File: src/rtl/cordic_pkg.sv
// rtl/cordic_pkg.sv - CORDIC control-word bit map, register word indices and reset word
package cordic_pkg;

  // Host-owned control bits [15:0]
  localparam int unsigned CTRL_START          = 0;
  localparam int unsigned CTRL_STOP           = 1;
  localparam int unsigned CTRL_ROT_MODE       = 2;
  localparam int unsigned CTRL_ROT_SYS        = 3;
  localparam int unsigned CTRL_ITER_L         = 4;
  localparam int unsigned CTRL_ITER_H         = 8;
  localparam int unsigned CTRL_INT_EN         = 9;
  localparam int unsigned CTRL_X_OV_STOP_EN   = 10;
  localparam int unsigned CTRL_Y_OV_STOP_EN   = 11;
  localparam int unsigned CTRL_Z_OV_STOP_EN   = 12;
  localparam int unsigned CTRL_Z_OV_REP_EN    = 13;

  // Hardware-owned flag bits [31:16]
  localparam int unsigned FLAG_READY          = 16;
  localparam int unsigned FLAG_X_OV           = 17;
  localparam int unsigned FLAG_Y_OV           = 18;
  localparam int unsigned FLAG_Z_OV           = 19;
  localparam int unsigned FLAG_ELAPS_L        = 20;
  localparam int unsigned FLAG_ELAPS_H        = 24;
  localparam int unsigned FLAG_OV_ITER_L      = 25;
  localparam int unsigned FLAG_OV_ITER_H      = 29;

  localparam logic [31:0] CTRL_RESET_WORD = 32'h0001_3FF0;

  typedef enum logic [2:0] {
    IDX_CTRL    = 3'd0,
    IDX_XIN     = 3'd1,
    IDX_YIN     = 3'd2,
    IDX_ZIN     = 3'd3,
    IDX_XRES    = 3'd4,
    IDX_YRES    = 3'd5,
    IDX_ZRES    = 3'd6,
    IDX_IRQSTAT = 3'd7
  } reg_idx_e;

  typedef enum logic {
    BUS_IDLE = 1'b0,
    BUS_RESP = 1'b1
  } bus_state_e;

  function automatic logic is_result_idx(reg_idx_e idx);
    return (idx == IDX_XRES) || (idx == IDX_YRES) || (idx == IDX_ZRES);
  endfunction

endpackage

File: src/rtl/cordic_bus_regs.sv
// rtl/cordic_bus_regs.sv - host register bank for the CORDIC controller
// Single-outstanding request/response bus, CTRL/operand storage, result snapshot and sticky irq.
module cordic_bus_regs
  import cordic_pkg::*;
#(
  parameter int p_WIDTH      = 32,
  parameter int p_ADDR_WIDTH = 5
) (
  input  logic                    clk,
  input  logic                    rst,
  input  logic                    reqValid,
  output logic                    reqReady,
  input  logic                    reqWrite,
  input  logic [p_ADDR_WIDTH-1:0] reqAddr,
  input  logic [p_WIDTH-1:0]      reqWdata,
  output logic                    rspValid,
  input  logic                    rspReady,
  output logic [p_WIDTH-1:0]      rspRdata,
  output logic                    rspErr,
  output logic [31:0]             controlRegisterInput,
  output logic [p_WIDTH-1:0]      xInput,
  output logic [p_WIDTH-1:0]      yInput,
  output logic [p_WIDTH-1:0]      zInput,
  input  logic [31:0]             controlRegisterOutput,
  input  logic                    controlRegisterWriteEnable,
  input  logic [p_WIDTH-1:0]      xResult,
  input  logic [p_WIDTH-1:0]      yResult,
  input  logic [p_WIDTH-1:0]      zResult,
  input  logic                    interrupt,
  output logic                    irq
);

  bus_state_e         state_q, state_d;
  logic [31:0]        ctrl_q, ctrl_d;
  logic [p_WIDTH-1:0] xin_q, xin_d;
  logic [p_WIDTH-1:0] yin_q, yin_d;
  logic [p_WIDTH-1:0] zin_q, zin_d;
  logic [p_WIDTH-1:0] xres_q, xres_d;
  logic [p_WIDTH-1:0] yres_q, yres_d;
  logic [p_WIDTH-1:0] zres_q, zres_d;
  logic               pending_q, pending_d;
  logic [p_WIDTH-1:0] rdata_q, rdata_d;
  logic               err_q, err_d;

  logic               accept;
  logic               wr_acc;
  logic               wr_err;
  logic               snap;
  reg_idx_e           req_idx;
  logic [p_WIDTH-1:0] rd_word;
  logic               unused_addr_bits;

  assign req_idx          = reg_idx_e'(reqAddr[4:2]);
  assign unused_addr_bits = ^reqAddr[1:0];

  always_comb begin
    state_d  = state_q;
    reqReady = 1'b0;
    rspValid = 1'b0;
    accept   = 1'b0;
    case (state_q)
      BUS_IDLE: begin
        reqReady = 1'b1;
        if (reqValid) begin
          accept  = 1'b1;
          state_d = BUS_RESP;
        end
      end
      BUS_RESP: begin
        rspValid = 1'b1;
        if (rspReady) begin
          state_d = BUS_IDLE;
        end
      end
      default: state_d = BUS_IDLE;
    endcase
  end

  assign wr_acc = accept && reqWrite;
  assign wr_err = wr_acc && is_result_idx(req_idx);
  assign snap   = controlRegisterWriteEnable && controlRegisterOutput[FLAG_READY];

  always_comb begin
    rd_word = '0;
    case (req_idx)
      IDX_CTRL:    rd_word = p_WIDTH'(ctrl_q);
      IDX_XIN:     rd_word = xin_q;
      IDX_YIN:     rd_word = yin_q;
      IDX_ZIN:     rd_word = zin_q;
      IDX_XRES:    rd_word = xres_q;
      IDX_YRES:    rd_word = yres_q;
      IDX_ZRES:    rd_word = zres_q;
      IDX_IRQSTAT: rd_word = p_WIDTH'(pending_q);
      default:     rd_word = '0;
    endcase
  end

  // Response is captured at acceptance so later hardware updates cannot disturb it.
  always_comb begin
    rdata_d = rdata_q;
    err_d   = err_q;
    if (accept) begin
      err_d   = wr_err;
      rdata_d = reqWrite ? '0 : rd_word;
    end
  end

  // Write-back first, then the host low half on top: a host START/STOP wins a collision.
  always_comb begin
    ctrl_d = ctrl_q;
    xin_d  = xin_q;
    yin_d  = yin_q;
    zin_d  = zin_q;
    if (controlRegisterWriteEnable) begin
      ctrl_d = controlRegisterOutput;
    end
    if (wr_acc) begin
      case (req_idx)
        IDX_CTRL: ctrl_d[15:0] = reqWdata[15:0];
        IDX_XIN:  xin_d = reqWdata;
        IDX_YIN:  yin_d = reqWdata;
        IDX_ZIN:  zin_d = reqWdata;
        default: ;
      endcase
    end
  end

  always_comb begin
    xres_d = xres_q;
    yres_d = yres_q;
    zres_d = zres_q;
    if (snap) begin
      xres_d = xResult;
      yres_d = yResult;
      zres_d = zResult;
    end
  end

  always_comb begin
    pending_d = pending_q;
    if (wr_acc && (req_idx == IDX_IRQSTAT) && reqWdata[0]) begin
      pending_d = 1'b0;
    end
    if (interrupt) begin
      pending_d = 1'b1;
    end
  end

  always_ff @(posedge clk or posedge rst) begin
    if (rst) begin
      state_q   <= BUS_IDLE;
      ctrl_q    <= CTRL_RESET_WORD;
      xin_q     <= '0;
      yin_q     <= '0;
      zin_q     <= '0;
      xres_q    <= '0;
      yres_q    <= '0;
      zres_q    <= '0;
      pending_q <= 1'b0;
      rdata_q   <= '0;
      err_q     <= 1'b0;
    end else begin
      state_q   <= state_d;
      ctrl_q    <= ctrl_d;
      xin_q     <= xin_d;
      yin_q     <= yin_d;
      zin_q     <= zin_d;
      xres_q    <= xres_d;
      yres_q    <= yres_d;
      zres_q    <= zres_d;
      pending_q <= pending_d;
      rdata_q   <= rdata_d;
      err_q     <= err_d;
    end
  end

  assign rspRdata             = rdata_q;
  assign rspErr               = err_q;
  assign controlRegisterInput = ctrl_q;
  assign xInput               = xin_q;
  assign yInput               = yin_q;
  assign zInput               = zin_q;
  assign irq                  = pending_q;

endmodule

File: config.mk
export PLATFORM = sky130hd
export DESIGN_NAME = cordic_bus_regs
export DESIGN_NICKNAME = d
export VERILOG_FILES = /design/src/rtl/cordic_pkg.sv /design/src/rtl/cordic_bus_regs.sv
export SDC_FILE = /design/constraint.sdc
export NUM_CORES = 1
export LEC_CHECK = 0
export ABC_AREA = 1
export CAP_MARGIN = 25
export CORE_ASPECT_RATIO = 2
export CORE_MARGIN = 2
export CORE_UTILIZATION = 44
export CTS_CLUSTER_DIAMETER = 100
export DETAILED_ROUTE_END_ITERATION = 12
export GPL_ROUTABILITY_DRIVEN = 0
export GPL_TIMING_DRIVEN = 0
export PLACE_DENSITY = 0.78
export RECOVER_POWER = 100
export SLEW_MARGIN = 40
export SYNTH_ARGS = -nofsm -noshare
export SYNTH_HDL_FRONTEND = slang
export SYNTH_SLANG_ARGS = --single-unit
File: constraint.sdc
create_clock -name clk -period 8.8 [get_ports clk]
set_input_delay 1.32 -clock clk [delete_from_list [all_inputs] [get_ports clk]]
set_output_delay 1.32 -clock clk [all_outputs]
set_load 0.02 [all_outputs]
; Word level (Yosys, flattened, before mapping)
; Cells that the tools add are included.
[word_totals]
regBits = 259
input_bits = 172
out_inout_bits = 164
word_cells = 45
[op_classes]
eq_ne = 7
mux = 13
bitwise_logic = 1
n_reduce_logical = 12
[op_table]
columns = op, n
row1 = $pmux W32 S8, 1
row2 = $mux W16, 3
row3 = $mux W32, 1
row4 = $eq A3 B3 Y1 const B, 4
row5 = $mux W1, 7
row6 = $eq A3 B2 Y1 const B, 2
row7 = $reduce_and A2 Y1, 3
row8 = $logic_and A1 B1 Y1, 5
row9 = $eq A3 B1 Y1 const B, 1
row10 = $logic_not A3 Y1, 1
row11 = $logic_or A1 B1 Y1, 2
row12 = $pmux W1 S2, 1
row13 = $reduce_bool A2 Y1, 1
row14 = $not A1 Y1, 1

; Logic depth before layout (Yosys ltp)
[depth]
ltp_word = 7
ltp_mapped = 10
ltp_nobuf = 8

; Least setup slack after synthesis
; No wires, ideal clock.
[synth_path]
kind = in2reg
start = input controlRegisterWriteEnable
end = register xres_q[10]
setup_ps = 125
arrival_ps = 2267
required_time_ps = 8675
path_slack_ps = 6408
path_stages = 5
path_buffers = 3
path_cell_list = buf_2 > nand2_2 > buf_4 > buf_2 > mux2_2
[synth_via]
elab_chain_len = 1
[synth_rtl]
columns = element, line
row1 = from (decl), cordic_bus_regs.sv:25  ; input logic controlRegisterWriteEnable,
row2 = $logic_and A1 B1 Y1, cordic_bus_regs.sv:81  ; assign snap = controlRegisterWriteEnable && controlRegisterOutput[FLAG_READY];
row3 = to (signal assigned), cordic_bus_regs.sv:168  ; xres_q <= xres_d;
row4 = to (decl), cordic_bus_regs.sv:38  ; logic [p_WIDTH-1:0] xres_q, xres_d;
; Every way passes these cells.
; A chain may end at the register's enable or synchronous reset.

==> impl_results.md <==
- Status: finished, violations left
- Failing checks: max-capacitance violations, max-slew violations
- F_max: 0.196 GHz
- Area leader, netlist: dfrtp_1
- Worst EP required: 8.87 ns
- Worst ir drop on vdd: 0.164 mV
- Drt first-iter violations: 1128
- Clk_lat worst skew: 0.55 ns
- Final period util: 58.0%
- FF-to-FF Start: state_q$_DFF_PP0_
- Synth-to-Final Area Change: 38.3%
- Hold WC Path Type: reg2reg
- Synth cell types: 25
- Fin Clk Skew: 0.0176 ns
- Top post-synthesis cells by area: dfrtp_1 51%, nand2_1 10%, mux2_2 10%
- DR WL/cell: 22.9 um
- Clock Path Buffers: 3
- Post-DP Area: 16000 um^2
- Dpl hpwl: 35.3 mm
- Routed vias: 11600
- Post-synthesis cell area: 12200 um^2
- Register area share after synthesis: 53.5%
- P_leak: 8.23 nW
- Die area: 29000 um^2
- Max-Cap Viols: 2
- CORE AREA: 27300 um^2
- Final hold violations: 0
- Final core utilization: 61.5%
- Initial antenna violation count: 0
- Setup Fix Bufs, Post-CTS: 0
- Post-route DRC: 0
- Critical path type: in2async
- Vias per cell: 5.69
- RSZ-0062 raised after global routing: false
- Pin count of the biggest net entering global routing: 63
- Power Total: 3.72 mW
- N_diodes: 0
- Crit Path Max Fanout: 48
- Post-CTS Hold Fix Bufs: 0
- Layout cell share with drive strength beyond 1: 12.7%
- Initial core utilization: 44.5%
- Worst Setup End Kind: asynchronous set/reset pin
- Slew @ Worst Pin: 2.66 ns
- Yosys top cell area share: 51.1%
- Synth warn: 0
- First-pass GRT wire length: 69.7 mm
- Max-slew violations: 96
- First-pass DRT Iterations: 5
- Hold Startpoint: rspRdata[19]$_DFFE_PP0N_
- Die Y: 239 um
- Overflow after GRT: 0
- Total Wirelength: 46.8 mm
- GRT Util Overall: 32.2%
- Finished Layout Cells: 2040
- Vias in the first global route: 11500
- TritonCTS buffer count: 24
- CTS root buf: clkbuf_16
- Port bufs: 331
- TNS Setup: 0 ns
- Clock-pin slew on the worst setup and hold paths: 0.07 ns
- Final setup vio count: 0
- CTS tree: built
- Minimum clock period: 5.11 ns
- FF+latch count, synth: 259
- Worst EP arrival: 5.18 ns
- DRT antenna net count: 0
- Clock H-tree levels: 1
- # clock sinks: 259
- Post-CTS sizing: 0
- Boundary Pins: 336
- # placed instances: 1996
- Std cell rows: 86
- Die width: 122 um
- Post-Syn Instances: 1309
- Final instance area: 16800 um^2
- Avg Synthesized Cell Area: 9.28 um^2
- Pwr Density: 222 nW/um^2
- Post-synth net total: 1481
- Worst setup startpoint: rst
- Slew HR: -77.6%
- Startpoint types: input pin
- Final #Nets: 1842
==> worst max-delay path: stages <==
cell,delay [ns]
dlygate4sd3_1,0.55
clkinvlp_2,1.29
clkbuf_1,1.96
==> cell families (layout without fill, tap and decap cells) <==
logic type,Yosys count,after routing,synth area share (%)
compound gates,154,154,6.41
flops,259,259,53.5
mux,126,126,11.5
simple gates,598,598,22.1
buf+inv,172,551,6.53
==> sequential cells by signal (all words and copies together), names as in the netlist <==
name	cells
xres_q	32
zres_q	32
rspErr	1
irq	1
zInput	32
controlRegisterInput	32
state_q	1
yres_q	32
rspRdata	32
xInput	32
yInput	32
==> per-layer routing <==
metal	routed length (um)	vias to the layer above	share of wire (%)	global-route usage, %
li1	-	5128	-	-
met1	16800	5585	36	39.1
met2	21800	761	47	51.8
met3	4770	125	10	7.01
met4	3420	0	7.3	20.0
met5	0	-	0	0
==> path summary, 6_finish.rpt <==
check,to,slack [ns],cells after the start
worst max-delay path,rspRdata[14]$_DFFE_PP0N_,3.69,3
worst min-delay path,rspRdata[19]$_DFFE_PP0N_,0.48,2
worst max register to register,xInput[21]$_DFFE_PP0P_,6.73,7
worst min register to register,rspRdata[19]$_DFFE_PP0N_,0.48,2
max in group clk,rspRdata[2]$_DFFE_PP0N_,4.92,10
min in group asynchronous,zres_q[11]$_DFFE_PP0P_,1.84,2
==> synth_stat cells <==
cell        n
nand2_1   337
dfrtp_1   248
nand4_1   136
mux2_2    110
o21ai_0    82
nor2_1     80
inv_1      65
o21ai_1    52
buf_2      50
nand3_1    36
clkbuf_1   32
a21oi_1    17
mux2i_1    16
buf_4      12
dfstp_2    11
buf_6       5
inv_2       5
nand2_2     3
buf_1       2
nand2_4     2
nand4_2     2
nor2_4      2
o21bai_1    2
a21o_1      1
inv_4       1
==> final cells by class <==
type,count,area [um^2]
flip-flops and latches,259,6490
clock buffers,34,719
multi-input cells,878,4810
repair buffers,335,3400
inverters,71,270
well taps,352,440
clock inverters,10,183
fillers,2395,10500
plain buffers,101,482
==> cell usage in the layout, fill, tap and decap left out <==
cell type        netlist  final
clkdlybuf4s50_1        0    160
clkinv_1               0      1
dfrtp_1              248    248
buf_16                 0      3
clkinv_2               0      2
nand2_1              337    342
o21bai_1               2      2
buf_1                  2      2
nand3_1               36     36
dlygate4sd3_1          0    171
nand4_1              136    138
o21ai_0               82    128
inv_2                  5      2
clkbuf_8               0      6
mux2_2               110    110
bufinv_16              0      5
a21o_1                 1      1
dfstp_2               11     11
a21oi_1               17     17
buf_4                 12     11
inv_1                 65     66
clkbuf_1              32     58
buf_6                  5      3
o21ai_1               52      6
mux2i_1               16     16
clkbuf_16              0     25
clkinvlp_2             0      1
clkinvlp_4             0      3
buf_2                 50     31
nor2_1                80     82
inv_4                  1      1
==> power by group <==
part	total (mW)	switching, mW	internal (mW)
Clock	1.19	0.472	0.717
Sequential	1.59	0.184	1.40
Combinational	0.946	0.530	0.416
==> through the flow <==
step | hold slack (ns) | setup WS, ns
2_1_floorplan | 0.474 | 0.371
3_3_place_gp | 0.462 | -2.83
3_5_place_dp | 0.466 | 5.31
4_1_cts | 0.484 | 5.68
5_1_grt | 0.500 | 2.89
6_report | 0.476 | 3.69
Note: power is estimated with default switching activity, not from simulation.
